==> src/rtl/deco_seq_n_pkg.sv <==
// deco_seq_pkg: shared definitions for the deco_seq_n decoder.
//   - MODE_* : encodings of the 2-bit mode input.
//   - state_t: top-level behaviour FSM, also exported on the debug port.
//   - onehot : N-aware one-hot helper (bit i of a 2^n-bit field, max n=6).
package deco_seq_pkg;

  localparam logic [1:0] MODE_DIRECT = 2'b00;
  localparam logic [1:0] MODE_SCAN   = 2'b01;
  localparam logic [1:0] MODE_PULSE  = 2'b10;
  localparam logic [1:0] MODE_RSVD   = 2'b11;

  // ST_HALT covers every cycle in which y is forced to zero: reset, en=0,
  // the mode-change cycle, reserved mode and an idle PULSE.
  typedef enum logic [1:0] {
    ST_HALT   = 2'd0,
    ST_DIRECT = 2'd1,
    ST_SCAN   = 2'd2,
    ST_PULSE  = 2'd3
  } state_t;

  // Returns a 64-bit field with bit i set, provided i addresses one of the
  // 2^n outputs; callers truncate to their own 2^n width.
  function automatic logic [63:0] onehot(input int unsigned n, input logic [5:0] i);
    logic [63:0] r;
    r = '0;
    if ({26'd0, i} < (32'd1 << n)) r[i] = 1'b1;
    return r;
  endfunction

endpackage

==> src/rtl/deco_seq_n_if.sv <==
// deco_seq_n_if: bundle of the decoder's control inputs and registered outputs.
//   Controls : d (binary select), en, mode, dwell, start
//   Outputs  : y (one-hot or zero), idx, busy, wrap
//   master   : the side that drives controls and observes outputs.
//   slave    : the decoder itself.
// There is no valid/ready handshake on this bus: every control is a plain
// level sampled on each rising clk edge, and every output is a register
// updated on that same edge (start in particular is level-sampled, not an
// edge or a request that waits for acceptance).
interface deco_seq_n_if #(
  parameter int N       = 3,
  parameter int DWELL_W = 8
);
  logic [N-1:0]        d;
  logic                en;
  logic [1:0]          mode;
  logic [DWELL_W-1:0]  dwell;
  logic                start;
  logic [(1<<N)-1:0]   y;
  logic [N-1:0]        idx;
  logic                busy;
  logic                wrap;

  modport master (
    output d, en, mode, dwell, start,
    input  y, idx, busy, wrap
  );

  modport slave (
    input  d, en, mode, dwell, start,
    output y, idx, busy, wrap
  );
endinterface

==> src/rtl/deco_seq_n_dwell_timer.sv <==
// dwell_timer: DWELL_W-bit dwell counter shared by SCAN stepping and PULSE
// length timing.
//   clk, rst : clock, synchronous active-high reset
//   clear    : force cnt to zero (takes priority over enable)
//   enable   : advance cnt; on terminal it returns to zero instead
//   dwell    : terminal value, compared live every cycle
//   terminal : cnt == dwell
// If dwell is lowered below the running count, cnt keeps counting up,
// rolls over at 2^DWELL_W-1 and meets dwell on the way back up.
module dwell_timer #(
  parameter int DWELL_W = 8
) (
  input  logic               clk,
  input  logic               rst,
  input  logic               clear,
  input  logic               enable,
  input  logic [DWELL_W-1:0] dwell,
  output logic               terminal
);

  logic [DWELL_W-1:0] cnt;

  assign terminal = (cnt == dwell);

  always_ff @(posedge clk) begin
    if (rst || clear) begin
      cnt <= '0;
    end else if (enable) begin
      cnt <= terminal ? '0 : cnt + DWELL_W'(1);
    end
  end

endmodule

==> src/rtl/deco_seq_n.sv <==
// deco_seq_n: registered N-to-2^N one-hot decoder with DIRECT, SCAN and
// timed PULSE modes.
//   clk, rst  : clock, synchronous active-high reset
//   bus       : deco_seq_n_if.slave (d, en, mode, dwell, start -> y, idx,
//               busy, wrap)
//   dbg_state : current behaviour FSM state
// Priority each edge: rst, then a mode change (one all-zero cycle, counter
// cleared, idx held), then en=0 (all-zero, idx and counter held), then the
// selected mode. y is always zero or onehot(idx) because both are loaded
// from the same idx_n.
module deco_seq_n
  import deco_seq_pkg::*;
#(
  parameter int N       = 3,
  parameter int DWELL_W = 8
) (
  input  logic           clk,
  input  logic           rst,
  deco_seq_n_if.slave    bus,
  output state_t         dbg_state
);

  localparam int W = 1 << N;

  state_t          state, state_n;
  logic [1:0]      prev_mode;
  logic [N-1:0]    idx, idx_n;
  logic [W-1:0]    y, y_n;
  logic            wrap, wrap_n;
  logic            y_on;
  logic            tmr_clear, tmr_en, tmr_term;
  logic            mode_changed;

  assign mode_changed = (bus.mode != prev_mode);

  dwell_timer #(.DWELL_W(DWELL_W)) u_timer (
    .clk      (clk),
    .rst      (rst),
    .clear    (tmr_clear),
    .enable   (tmr_en),
    .dwell    (bus.dwell),
    .terminal (tmr_term)
  );

  always_comb begin
    state_n   = ST_HALT;
    idx_n     = idx;
    y_on      = 1'b0;
    wrap_n    = 1'b0;
    tmr_clear = 1'b0;
    tmr_en    = 1'b0;
    if (mode_changed) begin
      tmr_clear = 1'b1;
    end else if (bus.en) begin
      case (bus.mode)
        MODE_DIRECT: begin
          state_n   = ST_DIRECT;
          idx_n     = bus.d;
          y_on      = 1'b1;
          tmr_clear = 1'b1;
        end
        MODE_SCAN: begin
          state_n = ST_SCAN;
          y_on    = 1'b1;
          tmr_en  = 1'b1;
          if (tmr_term) begin
            idx_n  = idx + N'(1);
            wrap_n = (idx == {N{1'b1}});
          end
        end
        MODE_PULSE: begin
          if (state == ST_PULSE) begin
            // Timer self-clears on terminal, ready for the next launch.
            tmr_en = 1'b1;
            if (!tmr_term) begin
              state_n = ST_PULSE;
              y_on    = 1'b1;
            end
          end else if (bus.start) begin
            state_n   = ST_PULSE;
            idx_n     = bus.d;
            y_on      = 1'b1;
            tmr_clear = 1'b1;
          end
        end
        default: ;  // reserved: all-zero, counters hold
      endcase
    end
    y_n = y_on ? W'(onehot(unsigned'(N), 6'(idx_n))) : '0;
  end

  always_ff @(posedge clk) begin
    // prev_mode follows mode on every edge, reset included, so a mode that
    // is already stable when reset releases does not cost a dead cycle.
    prev_mode <= bus.mode;
    if (rst) begin
      state <= ST_HALT;
      idx   <= '0;
      y     <= '0;
      wrap  <= 1'b0;
    end else begin
      state <= state_n;
      idx   <= idx_n;
      y     <= y_n;
      wrap  <= wrap_n;
    end
  end

  assign bus.y     = y;
  assign bus.idx   = idx;
  assign bus.busy  = (state == ST_PULSE);
  assign bus.wrap  = wrap;
  assign dbg_state = state;

endmodule

==> src/flat_wrapper.sv <==
// flat-port wrapper written by rule: the top's interface ports become plain ports
module deco_seq_n_flat import deco_seq_pkg::*;
#(
  parameter int N       = 3,
  parameter int DWELL_W = 8
)
  (clk, rst, dbg_state, bus_d, bus_en, bus_mode, bus_dwell, bus_start, bus_y, bus_idx, bus_busy, bus_wrap);
  deco_seq_n_if #(.N(N), .DWELL_W(DWELL_W)) bus_i ();
  input  logic clk;
  input  logic rst;
  output state_t dbg_state;
  input wire logic [$bits(bus_i.d)-1:0] bus_d;
  input wire logic [$bits(bus_i.en)-1:0] bus_en;
  input wire logic [$bits(bus_i.mode)-1:0] bus_mode;
  input wire logic [$bits(bus_i.dwell)-1:0] bus_dwell;
  input wire logic [$bits(bus_i.start)-1:0] bus_start;
  output wire logic [$bits(bus_i.y)-1:0] bus_y;
  output wire logic [$bits(bus_i.idx)-1:0] bus_idx;
  output wire logic [$bits(bus_i.busy)-1:0] bus_busy;
  output wire logic [$bits(bus_i.wrap)-1:0] bus_wrap;
  assign bus_i.d = bus_d;
  assign bus_i.en = bus_en;
  assign bus_i.mode = bus_mode;
  assign bus_i.dwell = bus_dwell;
  assign bus_i.start = bus_start;
  assign bus_y = bus_i.y;
  assign bus_idx = bus_i.idx;
  assign bus_busy = bus_i.busy;
  assign bus_wrap = bus_i.wrap;
  deco_seq_n #(.N(N), .DWELL_W(DWELL_W)) u_core (.clk(clk), .rst(rst), .bus(bus_i), .dbg_state(dbg_state));
endmodule
==> config.mk <==
export PLATFORM = sky130hd
export DESIGN_NAME = deco_seq_n_flat
export DESIGN_NICKNAME = d
export VERILOG_FILES = /design/src/rtl/deco_seq_n_pkg.sv /design/src/rtl/deco_seq_n_if.sv /design/src/rtl/deco_seq_n_dwell_timer.sv /design/src/rtl/deco_seq_n.sv /design/src/flat_wrapper.sv
export SDC_FILE = /design/constraint.sdc
export NUM_CORES = 1
export LEC_CHECK = 0
export ABC_AREA = 1
export BUFFER_PORTS_ARGS = -buffer_cell sky130_fd_sc_hd__buf_2
export CAP_MARGIN = 25
export CORE_MARGIN = 4
export CORE_UTILIZATION = 48
export CTS_CLUSTER_DIAMETER = 100
export DETAILED_ROUTE_END_ITERATION = 6
export PLACE_DENSITY_LB_ADDON = 0.25
export REMOVE_ABC_BUFFERS = 1
export SLEW_MARGIN = 20
export SYNTH_ARGS = -nofsm -noshare
export SYNTH_HDL_FRONTEND = slang
export SYNTH_SLANG_ARGS = --single-unit
==> constraint.sdc <==
create_clock -name clk -period 1.3 [get_ports clk]
set_input_delay 0.065 -clock clk [delete_from_list [all_inputs] [get_ports clk]]
set_output_delay 0.065 -clock clk [all_outputs]
set_load 0.01 [all_outputs]
==> run summary <==
The flow ran to the end, but the final reports show violations. The checks that failed: setup timing. The launching element type of the critical path is a flop.

After layout, the design draws a total of ~1.6 mW. The count of different cell masters after synthesis came out at 30. The worst hold path begins at bus_start.

The via count of the first global-routing pass is 1482. The placed instance count came out at 290. The largest voltage drop on the vdd net is just over 0.0009 V. The actual transition at the worst max-transition pin is about 300 ps. The average cell area after synthesis is roughly 7.2 sq um. The final route contains 1568 vias. TritonCTS created 3 clock buffers. In the post-synthesis netlist, the biggest area contributors are sky130_fd_sc_hd__dfxtp_1 (34%), sky130_fd_sc_hd__nand2_1 (14%), sky130_fd_sc_hd__inv_1 (6.9%). The remaining design rule violation count is 0.

The worst register-to-register path ends at u_core.u_timer.cnt[7]. The final critical delay including setup and external delays is 1550 ps. The number of antenna violations at the first check in global routing was 0. The path type of the worst setup path is reg -> reg. The maximum buffer depth of the clock tree came out at 2. The worst setup skew after layout is 11.0 ps. The cell area that synthesis handed to floorplanning was 0.00141 sq mm. The worst register-to-register path has a setup slack of -250 ps. The data arrival at the endpoint of the critical path came out at 1780 ps. The share of flip-flops with an asynchronous set or reset after synthesis is 0%.

After global routing the overflow that remains totals 0. The synthesized instance count is 196. The met2 layer wire length in the routed design is 2310 um. The leakage power came out at between 1 and 1.5 nW.

The headroom to the max-slew limit is 80.2%. The floorplan core area is 0.00278 sq mm. The post-synthesis register bit count is 24.

The count of TritonRoute iterations in the first routing pass came out at 4. The hold slack came out at 143 ps. Adding up every negative setup slack in the final design gives -3840 ps.

The total routed wire length on the met1 layer is 1660 um. The sequential share of the synthesized area is between 30% and 40%. The aggregate global-route resource usage is approximately 21%. The cell with the most instances after synthesis is sky130_fd_sc_hd__nand2_1. The tightest min-delay check is of the in -> reg type. After the first detailed-routing iteration, the DRC count stood at 63.

The worst hold path terminates at u_core.dbg_state[0]. The count of cells along the worst hold path came out at 5. Timing analysis after detailed placement gives a worst setup slack of -247 ps. Max-cap violations in this run came to 0. The tree built by TritonCTS fans out to 24 sinks.

The number of cells on the worst reg-to-reg path is 7. Setup repair after global routing could not meet its margin everywhere. The maximum net fanout on the critical path is 7.

The worst reg2reg path startpoint is u_core.prev_mode[0]. The storage element area is 495 sq um. The pin count of the biggest net entering global routing is 15. In this run the remaining antenna-violating nets after routing total 0. The floorplan step defined a die boundary enclosing 0.00387 sq mm. The insertion delay of the later-clocked pin in the worst-skew pair came out at 340 ps. CTS built an H-tree with a depth of 1. The number of core rows came out at 19. The post-synthesis to final-layout area growth came out at 60.3%. The clock slew seen by the registers of the worst setup and hold paths came out at 150 ps.

The fraction of post-synthesis cell area in the top cell type by area came out at 34.1%. The share of the clock period used by the worst path after layout is 119%. The total area of multi-input combinational cells came out at 0.00101 sq mm. The worst setup path is captured at a flop. In this run the power density over the cells is 729 mW/mm^2. Clock tree synthesis selected as its root buffer the cell sky130_fd_sc_hd__clkbuf_4. Detailed routing placed a total of 219 um of wire on met3.

The number of hold-slack violations in the final timing report is 0. The HPWL after detailed placement is 2560 um. Routability-driven placement finished with a final weighted congestion of 0.883.

The count of inserted antenna diode cells is 0. The wire length after detailed routing came out at ~4400 um. The count of flip-flops with a built-in enable after synthesis is 0. The average via count per standard cell came out at a little over 5. The I/O pin total came out at 32. The number of warnings reported in the yosys synthesis log came out at 0.

The CTS tree is yes. The post-layout worst setup margin came out at -247 ps. The first global-routing pass estimated approximately 6600 um of wire. For the worst setup path, the data required time is roughly 1500 ps. The cell taking the most area after synthesis is sky130_fd_sc_hd__dfxtp_1. The final setup violation count came out at 22. Signal routing reaches up to met4. The count of placed standard cells in the final layout, fillers left out came out at 309. The main flop type after synthesis is sky130_fd_sc_hd__dfxtp_1. Fill cells in the final layout number 170. The number of nets at the end of the flow is between 300 and 400. Timing would allow up to around 0.65 GHz.

In the final routed layout, each cell accounts on average for 14.1 um. In this run the tool buffered the top-level ports with 31 buffer cells. Of the cells placed in the final design, the portion with a size suffix greater than 1 is 56.5%.

The initial standard-cell utilization of the core came out at 50.7%. The commonest cells after synthesis are sky130_fd_sc_hd__nand2_1 (52), sky130_fd_sc_hd__inv_1 (26), sky130_fd_sc_hd__dfxtp_1 (24). The die boundary width came out at 62.2 um. The final number of max-transition violations was 0. The die extent in y came out at between 60 and 70 um.
-- power breakdown --
part	internal [mW]	leakage [nW]	total, mW	switching [mW]
combinational	0.149	0.954	0.335	0.186
sequential	0.744	0.200	0.751	0.00709
clock	0.312	0.0279	0.562	0.249
-- sequential cells by signal, indices dropped and copies added (netlist names) --
name,count
u_core.bus.idx,3
u_core.bus.wrap,1
u_core.bus.y,8
u_core.dbg_state,2
u_core.prev_mode,2
u_core.u_timer.cnt,8
-- through the flow --
stage / util [%] / cell area (sq um)
floorplan: - / 1410
global placement: 66.3 / 1840
detailed placement: 66.3 / 1840
CTS: 75.9 / 2110
global route: 81.3 / 2260
finish: 81.3 / 2260
-- placed cells by master, fill, tap and decap left out, types with 8 or more instances in the layout --
cell type / count
sky130_fd_sc_hd__buf_4: 39
sky130_fd_sc_hd__nand2_1: 36
sky130_fd_sc_hd__dfxtp_2: 12
sky130_fd_sc_hd__nor2_2: 8
sky130_fd_sc_hd__buf_2: 31
sky130_fd_sc_hd__nand2_2: 15
sky130_fd_sc_hd__dfxtp_1: 12
sky130_fd_sc_hd__nand2_4: 14
sky130_fd_sc_hd__inv_1: 25
sky130_fd_sc_hd__nor2_1: 17
-- metal layers --
layer,vias up,GRT usage (%)
li1,768,-
met2,49,39.1
met4,0,7.59
met3,20,2.34
met1,731,23.3
met5,-,0
-- cell type report --
| class | instances | share of cell area, % |
|---|---|---|
| clock buffer | 3 | 0.996 |
| clock inverter | 1 | 1.33 |
| inverter | 32 | 5.76 |
| multi-input combinational | 140 | 44.7 |
| sequential | 24 | 21.9 |
| tap | 31 | 1.72 |
| timing repair buffer | 78 | 23.6 |
-- logic make-up after synthesis --
kind of cell             synth area share [%]
AO/OA/AOI/OAI                            6.12
AND/OR/NAND/NOR                          40.9
buffers and inverters                    8.96
adder cells (fa/ha/maj)                  6.21
XOR/XNOR                                 3.73
flip-flops                               34.1
-- worst max-delay path by stage --
stage | slack [ps] | cells after the start | from | endpoint
after floorplan | -100 | 8 | u_core.dbg_state[0] | u_core.u_timer.cnt[7]
after global placement | -230 | 11 | bus_mode[0] | u_core.u_timer.cnt[7]
after detailed placement | -250 | 11 | bus_mode[0] | u_core.u_timer.cnt[7]
after CTS | -150 | 7 | u_core.u_timer.cnt[5] | u_core.u_timer.cnt[7]
after global routing | -340 | 7 | u_core.prev_mode[1] | u_core.u_timer.cnt[7]
final | -250 | 7 | u_core.prev_mode[0] | u_core.u_timer.cnt[7]
-- what timing repair did --
action,CTS,global route
setup buffers,7,6
gates cloned,0,0
gates resized for setup,34,32
pin swaps,19,14
hold buffers,3,0
endpoints found under the hold margin,5,0
endpoints found under the setup margin,21,22
-- critical path, cell delays in order (launching register included) --
cell and delay, ps:
sky130_fd_sc_hd__dfxtp_2 360, sky130_fd_sc_hd__xnor2_2 200, sky130_fd_sc_hd__nand2_2 180, sky130_fd_sc_hd__nor2_4 200
sky130_fd_sc_hd__inv_2 90, sky130_fd_sc_hd__o21ai_4 220, sky130_fd_sc_hd__o21bai_1 140, sky130_fd_sc_hd__nor2_1 40
No activity file was read; power rests on OpenSTA's default activity.
